[config.mk]
export PLATFORM = sky130hd
export DESIGN_NAME = serial_subtractor_flat
export DESIGN_NICKNAME = d
export VERILOG_FILES = /design/src/rtl/serial_subtractor_if.sv /design/src/rtl/serial_subtractor.sv /design/src/flat_wrapper.sv
export SDC_FILE = /design/constraint.sdc
export NUM_CORES = 1
export LEC_CHECK = 0
export CAP_MARGIN = 20
export CORE_MARGIN = 3
export CORE_UTILIZATION = 55
export DETAILED_ROUTE_END_ITERATION = 6
export PLACE_DENSITY = 0.92
export SLEW_MARGIN = 10
export SYNTH_ARGS = -nofsm -noshare
export SYNTH_HDL_FRONTEND = slang
export SYNTH_SLANG_ARGS = --single-unit
[constraint.sdc]
create_clock -name Clock -period 2.8 [get_ports Clock]
set_input_delay 0.28 -clock Clock [delete_from_list [all_inputs] [get_ports Clock]]
set_output_delay 0.28 -clock Clock [all_outputs]
set_load 0.1 [all_outputs]
[src/rtl/serial_subtractor_if.sv]
// -----------------------------------------------------------------------------
// serial_subtractor_if
//
// Operand/result bundle for the bit-serial subtractor.
//
//   Load      start strobe, active-high (master -> slave)
//   A         minuend, WIDTH bits        (master -> slave)
//   B         subtrahend, WIDTH bits     (master -> slave)
//   D         registered difference A - B mod 2^WIDTH (slave -> master)
//   Borrow    unsigned borrow-out, 1 iff A < B        (slave -> master)
//   Overflow  signed overflow of A - B                (slave -> master)
//   Busy      subtraction in progress                 (slave -> master)
//   Done      one-cycle pulse, results valid          (slave -> master)
//
// The master modport is the operand source (board top level / testbench),
// the slave modport is the subtractor itself.
// -----------------------------------------------------------------------------
interface serial_subtractor_if #(
    parameter int WIDTH = 8
);
    logic             Load;
    logic [WIDTH-1:0] A;
    logic [WIDTH-1:0] B;
    logic [WIDTH-1:0] D;
    logic             Borrow;
    logic             Overflow;
    logic             Busy;
    logic             Done;

    modport master (
        output Load, A, B,
        input  D, Borrow, Overflow, Busy, Done
    );

    modport slave (
        input  Load, A, B,
        output D, Borrow, Overflow, Busy, Done
    );
endinterface : serial_subtractor_if

[src/rtl/serial_subtractor.sv]
// -----------------------------------------------------------------------------
// serial_subtractor
//
// Bit-serial two's-complement subtractor D = A - B. Operands are captured on
// an accepted Load, then one bit per clock is processed LSB first through a
// single full-subtractor cell with a registered borrow. After WIDTH shift
// cycles the difference, unsigned borrow and signed overflow are registered
// and Done pulses for one cycle.
//
// Ports:
//   Clock    system clock, rising-edge active
//   Resetn   asynchronous, active-low reset
//   bus      serial_subtractor_if.slave
//              Load/A/B in; D/Borrow/Overflow/Busy/Done out
//
// Load is accepted in IDLE and in DONE (back-to-back operation, one result
// every WIDTH+1 cycles); while Busy it is ignored.
// -----------------------------------------------------------------------------
module serial_subtractor #(
    parameter int WIDTH = 8
) (
    input  logic                 Clock,
    input  logic                 Resetn,
    serial_subtractor_if.slave   bus
);

    localparam int            CW   = (WIDTH > 2) ? $clog2(WIDTH) : 1;
    localparam logic [CW-1:0] LAST = CW'(WIDTH - 1);

    typedef enum logic [1:0] {
        IDLE  = 2'd0,
        SHIFT = 2'd1,
        DONE  = 2'd2
    } state_t;

    state_t           state;
    state_t           state_next;

    logic [WIDTH-1:0] sa;          // minuend shift register
    logic [WIDTH-1:0] sb;          // subtrahend shift register
    logic [WIDTH-1:0] res;         // partial result, filled from the MSB end
    logic             bor;         // registered borrow between bit slices
    logic [CW-1:0]    count;
    logic             a_sign;
    logic             b_sign;

    logic [WIDTH-1:0] d_q;
    logic             borrow_q;
    logic             overflow_q;

    logic             busy;
    logic             done;

    // Full-subtractor cell on the current LSBs.
    logic             d_bit;
    logic             bor_next;
    logic [WIDTH-1:0] d_final;
    logic             start;

    assign d_bit    = sa[0] ^ sb[0] ^ bor;
    assign bor_next = (~sa[0] & sb[0]) | (~(sa[0] ^ sb[0]) & bor);
    // Result as it will look once this cycle's bit has been shifted in.
    assign d_final  = {d_bit, res[WIDTH-1:1]};
    assign start    = bus.Load && ((state == IDLE) || (state == DONE));

    // ---------------------------------------------------------------- state reg
    // NOTE: sequential state uses non-blocking (<=) so every flop samples the
    // pre-edge values; blocking here would create order-dependent races.
    always_ff @(posedge Clock or negedge Resetn) begin
        if (!Resetn) begin
            state <= IDLE;
        end else begin
            state <= state_next;
        end
    end

    // --------------------------------------------------------------- next state
    // NOTE: state_next gets a default before the case so that no path leaves it
    // unassigned, which would otherwise infer a latch.
    always_comb begin
        state_next = state;
        unique case (state)
            IDLE:    if (bus.Load) state_next = SHIFT;
            SHIFT:   if (count == LAST) state_next = DONE;
            DONE:    state_next = bus.Load ? SHIFT : IDLE;
            default: state_next = IDLE;
        endcase
    end

    // ------------------------------------------------------------------ outputs
    always_comb begin
        busy = 1'b0;
        done = 1'b0;
        unique case (state)
            SHIFT:   busy = 1'b1;
            DONE:    done = 1'b1;
            default: ;
        endcase
    end

    // ----------------------------------------------------------------- datapath
    // NOTE: every datapath register is reset, not just the FSM, so an operation
    // abandoned by reset leaves no residue in the shift chain or outputs.
    always_ff @(posedge Clock or negedge Resetn) begin
        if (!Resetn) begin
            sa         <= '0;
            sb         <= '0;
            res        <= '0;
            bor        <= 1'b0;
            count      <= '0;
            a_sign     <= 1'b0;
            b_sign     <= 1'b0;
            d_q        <= '0;
            borrow_q   <= 1'b0;
            overflow_q <= 1'b0;
        end else if (start) begin
            sa     <= bus.A;
            sb     <= bus.B;
            res    <= '0;
            bor    <= 1'b0;
            count  <= '0;
            a_sign <= bus.A[WIDTH-1];
            b_sign <= bus.B[WIDTH-1];
        end else if (state == SHIFT) begin
            sa    <= sa >> 1;
            sb    <= sb >> 1;
            res   <= d_final;
            bor   <= bor_next;
            count <= count + 1'b1;
            // Visible results change only on the transition into DONE.
            if (count == LAST) begin
                d_q        <= d_final;
                borrow_q   <= bor_next;
                overflow_q <= (a_sign != b_sign) && (d_bit != a_sign);
            end
        end
    end

    assign bus.D        = d_q;
    assign bus.Borrow   = borrow_q;
    assign bus.Overflow = overflow_q;
    assign bus.Busy     = busy;
    assign bus.Done     = done;

endmodule : serial_subtractor

[src/flat_wrapper.sv]
// flat-port wrapper written by rule: the top's interface ports become plain ports
module serial_subtractor_flat 
#(
    parameter int WIDTH = 8
)
  (Clock, Resetn, bus_Load, bus_A, bus_B, bus_D, bus_Borrow, bus_Overflow, bus_Busy, bus_Done);
  serial_subtractor_if #(.WIDTH(WIDTH)) bus_i ();
  input  logic Clock;
  input  logic Resetn;
  input wire logic [$bits(bus_i.Load)-1:0] bus_Load;
  input wire logic [$bits(bus_i.A)-1:0] bus_A;
  input wire logic [$bits(bus_i.B)-1:0] bus_B;
  output wire logic [$bits(bus_i.D)-1:0] bus_D;
  output wire logic [$bits(bus_i.Borrow)-1:0] bus_Borrow;
  output wire logic [$bits(bus_i.Overflow)-1:0] bus_Overflow;
  output wire logic [$bits(bus_i.Busy)-1:0] bus_Busy;
  output wire logic [$bits(bus_i.Done)-1:0] bus_Done;
  assign bus_i.Load = bus_Load;
  assign bus_i.A = bus_A;
  assign bus_i.B = bus_B;
  assign bus_D = bus_i.D;
  assign bus_Borrow = bus_i.Borrow;
  assign bus_Overflow = bus_i.Overflow;
  assign bus_Busy = bus_i.Busy;
  assign bus_Done = bus_i.Done;
  serial_subtractor #(.WIDTH(WIDTH)) u_core (.Clock(Clock), .Resetn(Resetn), .bus(bus_i));
endmodule
==> flow_summary.ini <==
[status]
status = completed

[sta]
finalHoldViolCount = 0
post-route-period-util_pct = 79.5
report.final.slew_viol_count = 0
timing.fmax_mhz = 449
tightest_slew_ns = 0.885
setup_viol = 0
finalSetupTns_ns = 0
rsz0062_at_grt = false
min_period_ns = 2.23
timing.slew.headroom_pct = 41.0
clock_skew_ns = 0.0114

[synth]
yosys-top-cells-area = dfrtp_1 (60%), nand2_1 (6.4%), a22o_1 (5.7%)
synthTopCellsByCount = dfrtp_1 (41), nand2_1 (29), a22o_1 (11)
synth_area_um2 = 1700
synth_cell_types = 25
ys.flop_type = dfrtp_1
async_reset_ff_share_pct = 100
syn_inst = 149
syn_nets = 171
ys.warnings.count = 0
synth-seq-cells = 41
yosysSeqAreaShare_pct = 60.2
synth_top_area_share_pct = 60.2
synth-edff-count = 0
synth_most_common_cell = dfrtp_1
yosysTopAreaCell = dfrtp_1
avgSynthCellArea_um2 = 11.4

[global_routing]
grt.overflow.total = 0
grt_max_degree = 42
grt_pass1_wl_um = 5290
grt_pass1_vias = 1149
grt_antenna_before_repair = 0
grt_usage_pct = 19.9

[route]
vias_per_cell = 5.80
wire_per_inst_um = 15.4
drc_errors = 0
dr.pass1.iters = 4
drt_iter0_drc = 97
num_vias = 1213
routed_wl_um = 3230
ant_nets = 0

[die]
fp-row-count = 19
coreArea_um2 = 2850
io_pins = 31
die_area_um2 = 3800
die_x_um = 61.6
initial_core_util_pct = 59.7
die-height_um = 61.6

[cts]
clk_latency_ns = 0.35
cts_resized = 0
htreeDepth = 2
cts_root_buffer = clkbuf_4
cts_buffers = 5
cts_tree = done
hold_buffers = 0
clk_path_buf_depth = 2
clk_pin_slew_ns = 0.12
postCtsSetupBuffers = 0
cts.sinks = 41

[final_layout]
fin_area_um2 = 2020
area_delta_synth_final_pct = 18.4
nets = 199
drive_gt1_share_pct = 18.0
diodes = 0

[place]
dpl-instance-area_um2 = 1950
gp_congestion = 0.811
hpwlAfterDp_um = 2240
port_buffers = 30

[setup_path]
critPathRequiredTime_ns = 2.52
start_kind = flop
crit_path_end_kind = output pin
r2r_end = u_core.count[2]$_DFFE_PN0P_
crit_type = flop to output pin
critPathArrivalTime_ns = 1.95
crit_fanout = 26
r2r_cells = 4
reg2reg_slack_ns = 0.89
reg2reg_from = u_core.state[0]$_DFFE_PN0P_

[min_path]
holdCritPathClass = primary input to async pin

[job]
maxCapViolCount = 0
-- flip-flops by register name (all words and copies together) (netlist names) --
signal	count
u_core.bus.D	8
u_core.sa	8
u_core.sb	8
u_core.res	7
u_core.count	3
u_core.state	2
u_core.a_sign	1
u_core.b_sign	1
u_core.bor	1
u_core.bus.Borrow	1
u_core.bus.Overflow	1
-- cells by family after synthesis --
family | share of synthesized area, %
AND/OR/NAND/NOR | 13.3
flip-flops | 60.2
AO/OA/AOI/OAI | 13.4
buffers and inverters | 5.14
multiplexers | 5.29
adder cells (fa/ha/maj) | 2.64
-- worst max-delay path by stage --
stage                                start                     endpoint  cells after the start  slack [ns]
3_3_place_gp   u_core.state[0]$_DFFE_PN0P_     u_core.sb[7]$_DFFE_PN0P_                      4        1.01
3_5_place_dp   u_core.state[0]$_DFFE_PN0P_  u_core.count[2]$_DFFE_PN0P_                      4        0.95
6_report       u_core.state[1]$_DFFE_PN0P_                     bus_Busy                      3        0.57
2_1_floorplan  u_core.state[0]$_DFFE_PN0P_                     bus_Done                      1        0.78
5_1_grt        u_core.state[1]$_DFFE_PN0P_                     bus_Busy                      3        0.46
4_1_cts        u_core.state[1]$_DFFE_PN0P_                     bus_Busy                      3        0.59
-- routing by layer --
| layer | track usage, % | wire length (µm) |
|---|---|---|
| met1 | 25.1 | 1390 |
| met2 | 30.6 | 1610 |
| met3 | 6.92 | 149 |
| met4 | 9.09 | 75 |
| met5 | 0 | 0 |
-- area by class of cell --
class	count	area (µm²)
clock inverters	1	5.00
multi-input cells	94	589
flip-flops and latches	41	1030
clock buffers	7	65.1
repair buffers	31	273
fillers	200	836
inverters	4	20.0
well taps	31	38.8
-- layout by cell type, fill, tap and decap left out, types with 3 or more instances in the layout --
master,Yosys,routed
a22o_1,11,11
a22oi_1,5,5
a31oi_1,8,8
buf_4,2,13
clkbuf_4,0,5
clkdlybuf4s50_1,0,17
dfrtp_1,41,41
inv_1,3,3
mux2_2,8,8
nand2_1,29,29
nand3_1,6,6
nor2_1,8,8
nor2b_1,3,3
o21ai_0,4,4
-- worst max-delay path, cell delays in order (launching register included) --
cell	delay [ns]
dfrtp_1	0.40
nand2b_1	0.49
inv_6	0.36
buf_4	0.34
-- per-stage QoR --
step / util, % / instances / hold slack, ns / setup slack (ns)
floorplan: - / 149 / -0.0156 / 0.780
global placement: 68.2 / 201 / 0.425 / 1.01
detailed placement: 68.2 / 201 / 0.442 / 0.950
CTS: 70.7 / 209 / 0.0425 / 0.595
global route: 70.7 / 209 / 0.0742 / 0.459
finish: 70.7 / 209 / 0.0275 / 0.574
Power is not shown: default switching activity piles up to over one toggle a cycle in this logic, so the estimate is an artifact.
